## src/rtl/symbol_timing_controller.sv

```systemverilog
// symbol_timing_controller
//   Closes the symbol-timing loop around a Gardner TED. A phase-accumulator NCO
//   runs at the input sample rate. Each carry-out arms a strobe, which fires as
//   `trigger` on the next valid sample. TED error words are taken through a
//   valid/ready handshake and run through a proportional-integral loop filter.
//   The filter output (`adj`) trims the NCO step.
//
//   Handshake: an error word is accepted on any cycle where ted_error_valid and
//   ted_error_ready are both high. ted_error_ready is high on every cycle after
//   the first clock edge out of reset. There is no back-pressure beyond that.
//
//   Ports:
//     clk, rst         clock, synchronous active-high reset
//     in_valid         one pulse per input sample
//     trigger          symbol strobe; only ever high together with in_valid
//     ted_error        signed TED error (ErrorLengthBits)
//     ted_error_valid  error qualifier
//     ted_error_ready  controller accepts error
//     adj              signed NCO step adjustment (debug view of filter output)
//     tracking         high in TRACK state (exposes FSM state)
//     locked           lock indicator
//
//   Optional feature macro: SYMBOL_TIMING_LOCK_DETECT_EN.
//   - Defined: a lock detector counts small TRACK-state errors.
//   - Undefined: locked is tied low.
//
//   Assumes ErrorLengthBits < AccumLengthBits + 1.
module symbol_timing_controller #(
  parameter int SamplesPerSymbol = 4,
  parameter int ErrorLengthBits  = 26,
  parameter int PhaseLengthBits  = 16,
  parameter int KpShift          = 8,
  parameter int KiShift          = 16,
  parameter int AccumLengthBits  = 32,
  parameter int AcquireSymbols   = 16
) (
  input  logic                              clk,
  input  logic                              rst,
  input  logic                              in_valid,
  output logic                              trigger,
  input  logic signed [ErrorLengthBits-1:0] ted_error,
  input  logic                              ted_error_valid,
  output logic                              ted_error_ready,
  output logic signed [PhaseLengthBits-1:0] adj,
  output logic                              tracking,
  output logic                              locked
);

  localparam int P  = PhaseLengthBits;
  localparam int A  = AccumLengthBits;
  localparam int E  = ErrorLengthBits;
  localparam int CW = $clog2(AcquireSymbols + 1);

  localparam int            STEP_I = (2 ** P) / SamplesPerSymbol;
  localparam int            HALF_I = STEP_I / 2;
  localparam logic [P:0]    STEP   = (P + 1)'(STEP_I);

  // Filter arithmetic is carried at A+1 bits, so the pre-saturation sums cannot wrap.
  localparam logic signed [A:0] INT_MAX = {2'b00, {(A - 1){1'b1}}};
  localparam logic signed [A:0] INT_MIN = {2'b11, {(A - 1){1'b0}}};
  localparam logic signed [A:0] ADJ_HI  = (A + 1)'(HALF_I - 1);
  localparam logic signed [A:0] ADJ_LO  = (A + 1)'(-HALF_I);

  typedef enum logic {
    S_ACQUIRE = 1'b0,
    S_TRACK   = 1'b1
  } state_t;

  state_t                state_q, state_d;
  logic [P-1:0]          phase_q, phase_d;
  logic                  pend_q, pend_d;
  logic [CW-1:0]         cnt_q, cnt_d;
  logic signed [A-1:0]   integ_q, integ_d;
  logic signed [P-1:0]   adj_q, adj_d;
  logic                  ready_q, ready_d;

  logic [P:0]            inc;
  logic [P:0]            sum;
  logic                  trig;
  logic                  accept;
  logic signed [A:0]     e_ext;
  logic signed [A:0]     ki_term;
  logic signed [A:0]     kp_term;
  logic signed [A:0]     int_sum;
  logic signed [A:0]     int_sat;
  logic signed [A:0]     adj_sum;
  logic signed [A:0]     adj_clamped;

  always_comb begin
    // The clamp keeps step+adj within [step/2, 3*step/2), so it is always positive.
    // This also gives at most one carry per update.
    inc    = STEP + {adj_q[P-1], adj_q};
    sum    = {1'b0, phase_q} + inc;
    trig   = in_valid & pend_q;
    accept = ted_error_valid & ready_q;

    e_ext   = {{(A + 1 - E){ted_error[E-1]}}, ted_error};
    ki_term = e_ext >>> KiShift;
    kp_term = e_ext >>> KpShift;

    int_sum = {integ_q[A-1], integ_q} + ki_term;
    if (int_sum > INT_MAX)      int_sat = INT_MAX;
    else if (int_sum < INT_MIN) int_sat = INT_MIN;
    else                        int_sat = int_sum;

    adj_sum = kp_term + int_sat;
    if (adj_sum > ADJ_HI)      adj_clamped = ADJ_HI;
    else if (adj_sum < ADJ_LO) adj_clamped = ADJ_LO;
    else                       adj_clamped = adj_sum;

    state_d = state_q;
    phase_d = phase_q;
    pend_d  = pend_q;
    cnt_d   = cnt_q;
    integ_d = integ_q;
    adj_d   = adj_q;
    ready_d = 1'b1;

    // A trigger always consumes the pending strobe, because trig implies in_valid.
    // The only thing that can re-arm the strobe is the carry from this same update.
    if (in_valid) begin
      phase_d = sum[P-1:0];
      pend_d  = sum[P];
    end

    case (state_q)
      S_ACQUIRE: begin
        // Errors accepted here are dropped; adj stays at zero.
        if (trig) begin
          cnt_d = cnt_q + CW'(1);
          if (cnt_q == CW'(AcquireSymbols - 1)) state_d = S_TRACK;
        end
      end
      S_TRACK: begin
        if (accept) begin
          integ_d = A'(int_sat);
          adj_d   = P'(adj_clamped);
        end
      end
      default: state_d = S_ACQUIRE;
    endcase
  end

  always_ff @(posedge clk) begin
    if (rst) begin
      state_q <= S_ACQUIRE;
      phase_q <= '0;
      pend_q  <= 1'b0;
      cnt_q   <= '0;
      integ_q <= '0;
      adj_q   <= '0;
      ready_q <= 1'b0;
    end else begin
      state_q <= state_d;
      phase_q <= phase_d;
      pend_q  <= pend_d;
      cnt_q   <= cnt_d;
      integ_q <= integ_d;
      adj_q   <= adj_d;
      ready_q <= ready_d;
    end
  end

  assign trigger         = trig;
  assign adj             = adj_q;
  assign tracking        = (state_q == S_TRACK);
  assign ted_error_ready = ready_q;

`ifdef SYMBOL_TIMING_LOCK_DETECT_EN
  // "Small" means |ted_error| < 2^(E-8). Any larger accepted error breaks lock at once.
  localparam logic signed [A:0] LOCK_LIM = (A + 1)'(64'sd1 <<< (E - 8));
  localparam logic signed [A:0] LOCK_NEG = -LOCK_LIM;

  logic [6:0] lock_cnt_q, lock_cnt_d;
  logic       locked_q, locked_d;
  logic       small_err;

  always_comb begin
    small_err  = (e_ext < LOCK_LIM) && (e_ext > LOCK_NEG);
    lock_cnt_d = lock_cnt_q;
    locked_d   = locked_q;
    if ((state_q == S_TRACK) && accept) begin
      if (small_err) begin
        lock_cnt_d = (lock_cnt_q >= 7'd64) ? 7'd64 : lock_cnt_q + 7'd1;
        locked_d   = (lock_cnt_d >= 7'd32);
      end else begin
        lock_cnt_d = '0;
        locked_d   = 1'b0;
      end
    end
  end

  always_ff @(posedge clk) begin
    if (rst) begin
      lock_cnt_q <= '0;
      locked_q   <= 1'b0;
    end else begin
      lock_cnt_q <= lock_cnt_d;
      locked_q   <= locked_d;
    end
  end

  assign locked = locked_q;
`else
  assign locked = 1'b0;
`endif

endmodule

```

## config.mk

```make
export PLATFORM = sky130hd
export DESIGN_NAME = symbol_timing_controller
export DESIGN_NICKNAME = d
export VERILOG_FILES = /design/src/rtl/symbol_timing_controller.sv
export SDC_FILE = /design/constraint.sdc
export NUM_CORES = 1
export LEC_CHECK = 0
export CAP_MARGIN = 20
export CORE_UTILIZATION = 35
export DETAILED_ROUTE_END_ITERATION = 10
export GPL_TIMING_DRIVEN = 0
export HOLD_SLACK_MARGIN = 0.12
export SYNTH_ARGS = -nofsm -noshare
export SYNTH_HDL_FRONTEND = slang
export SYNTH_SLANG_ARGS = --single-unit
```

## constraint.sdc

```tcl
create_clock -name clk -period 8 [get_ports clk]
set_input_delay 1.6 -clock clk [delete_from_list [all_inputs] [get_ports clk]]
set_output_delay 1.6 -clock clk [all_outputs]
set_load 0.05 [all_outputs]
```

==> results.ini <==
[finish]
nNetsFinal=1126
synthToLayoutAreaGrowth_pct=21.71
insertedDiodeCount=0
finalInstanceArea_sq_um=8770
layout-drive-gt1-share_pct=11.21
utilization_pct=43.34

[pwr]
ir_drop_v=0.00009820
total_leakage_power_nw=3.905
power.total_mw=1.096
pwr_density_cell_nw_per_um2=125.0

[place]
placedInstanceArea_sq_um=7939
numPortBuffers=40
dp_hpwl_um=15390
place.gp.congestion=0.8714
dp_slack_ns=-1.509

[clocking]
cts_tree=built
clk_pin_slew_ns=0.06
clk_latency_ns=0.35
clkSinkCount=72
numCtsBuffers=9
clock_path_buffers=2
htreeDepth=3
root_buffer=clkbuf_16

[timing]
worst_slack_ns=0.2116
relSlewSlack_pct=45.18
drv_slew=0
period_needed_ns=7.788
clock_skew_ns=0.007251
hold_viol=0
worst_slew_pin_slew_ns=0.8192
setup_violations=0
clock.fmax_ghz=0.1284
fin_crit_sh_pct=97.36

[route]
first_pass_iters=5
drc=0
routedWlPerCell_um=15.80
first_iter_violations=318
wl_um=20050
postRouteAntennaNets=0
vias_per_cell=5.507
vias=6989

[critical_path]
cp_slowest_cell=or4_4
worst_ep_required_time_ns=8.21
reg2reg_depth=27
crit_path_max_incr_delay_ns=0.53
worstPathArrival_ns=8.00
start_kind=primary input
crit_path_end_kind=flip-flop
crit_type=in2reg
path_max_fanout=10

[grt]
grt_max_degree=43
grtUsageMet1_pct=25.62
grt_util_all_layers_pct=18.76
grt_pass1_vias=6416
overflow=0
antenna_found_initial=0
grt.busiest_layer=met2
grt_util_met3_pct=2.288
grtUsageMet2_pct=30.99
grt_pass1_wl_um=32240

[logic_synthesis]
ys_types=69
yosysTopAreaCell=dfxtp_1
synth-seq-cells=72
synthCells=926
synth_top_area_share_pct=20.00
syn_avg_cell_area_sq_um=7.781
synth_area_sq_um=7206
yosysSeqAreaShare_pct=20.00
synth_nets=1058
ys.flop_type=dfxtp_1
synth_edf_count=0
yosys_warnings=0
async_flop_share_pct=0
synth.area.top_cells=dfxtp_1 (20%), ha_1 (17%), a21oi_1 (5.8%)

[min_path]
min_path_cells=2
min_path_type=reg2reg

[die]
die_w_um=145.5
die_height_um=145.5
initial_core_util_pct=35.61
core-area_sq_um=20230
io_pins=50
fp.dieArea_sq_um=21170
std_cell_rows=52

[flow_run]
maxCapViolCount=0

[status]
status=finished, final reports clean

[cells by family after synthesis]
family	Yosys count	share of synthesized area, %
flip-flops	72	20.00
other	1	0.05204
adder cells (fa/ha/maj)	109	19.00
buffers and inverters	78	4.289
AO/OA/AOI/OAI	312	28.60
AND/OR/NAND/NOR	275	18.09
XOR/XNOR	60	7.293
multiplexers	19	2.674
[path summary, 6_finish.rpt]
| kind | from | endpoint | slack (ns) |
|---|---|---|---|
| setup reg to reg | integ_q[17] | adj[7] | 1.45 |
| hold reg to reg | integ_q[0] | integ_q[0] | 0.45 |
| setup / recovery | ted_error[16] | adj[7] | 0.21 |
| hold / removal | integ_q[0] | integ_q[0] | 0.45 |
[layout by cell type, fill, tap and decap left out, types with 17 or more instances in the layout]
cell type / count
o21ai_0: 39
ha_1: 89
nand3_1: 21
xnor2_1: 44
dfxtp_1: 72
clkbuf_1: 18
nor2_1: 96
a21o_1: 49
inv_1: 40
clkdlybuf4s50_1: 37
nand2_1: 58
buf_4: 21
o21ai_1: 22
a21oi_1: 73
mux2i_1: 17
[cell type report]
| cell class | instances | area, sq um |
|---|---|---|
| Fill cell | 2051 | 11460 |
| Multi-Input combinational cell | 776 | 5819 |
| Sequential cell | 72 | 1441 |
| Timing Repair Buffer | 60 | 560.5 |
| Tap cell | 270 | 337.8 |
| Clock buffer | 9 | 225.2 |
| Buffer | 35 | 187.7 |
| Inverter | 40 | 150.1 |
| Clock inverter | 7 | 47.55 |
[what timing repair did]
item                                    4_1_cts  5_1_grt
gates cloned                                  0        1
hold buffers                                  0        0
endpoints found under the hold margin         0        0
endpoints found under the setup margin       16       13
buffers inserted                              8       11
pin swaps                                     8       17
resized for setup                            46       54
[routing by layer]
layer / wire, um / vias up
li1: - / 3550
met1: 9970 / 3274
met2: 9198 / 142
met3: 591 / 23
met4: 292 / 0
met5: 0 / -
[state kept, by name, summed over array words and instances, names as in the netlist]
register / cells
adj: 16
cnt_q: 5
integ_q: 32
pend_q: 1
phase_q: 16
ted_error_ready: 1
tracking: 1
[per-stage QoR]
| step | cells | setup TNS [ns] | hold slack [ns] |
|---|---|---|---|
| 2_1_floorplan | 926 | 0 | 0.4303 |
| 3_3_place_gp | 1236 | -37.45 | 0.4373 |
| 3_5_place_dp | 1236 | -21.30 | 0.4470 |
| 4_1_cts | 1259 | 0 | 0.4551 |
| 5_1_grt | 1269 | -0.1653 | 0.4714 |
| 6_report | 1269 | 0 | 0.4498 |
[worst max-delay path: cells and delay by family]
family          cells  cell delay [ns]
compound gates     15             3.24
buf+inv             5             1.03
simple gates        6             1.04
fa+ha+maj           4             1.08
[where the power goes]
part           switching (mW)  internal (mW)  leakage, nW
Clock                   0.171          0.210        0.132
Combinational           0.210          0.144         3.19
Sequential           0.000896          0.360        0.581
Total                   0.382          0.714         3.90
[synthesized netlist by cell type (4+ instances only)]
library cell,n
o21bai_1,13
a31oi_1,13
nor2_1,99
nand3_1,21
a21o_1,49
inv_1,40
a311oi_1,5
and2_1,10
o21a_1,12
a211oi_1,9
nor2b_1,5
o32ai_1,12
or3_1,12
dfxtp_1,72
o21ai_0,42
clkbuf_1,26
nand4_1,11
a2111oi_0,4
mux2i_1,17
o21ai_1,23
nor3_1,14
xnor2_1,44
and3_1,14
o211ai_1,9
ha_1,99
o31ai_1,6
nand2b_1,13
maj3_1,7
nand2_1,59
xor2_1,16
buf_1,6
a21oi_1,83
Power figures use the tool's default switching activity.
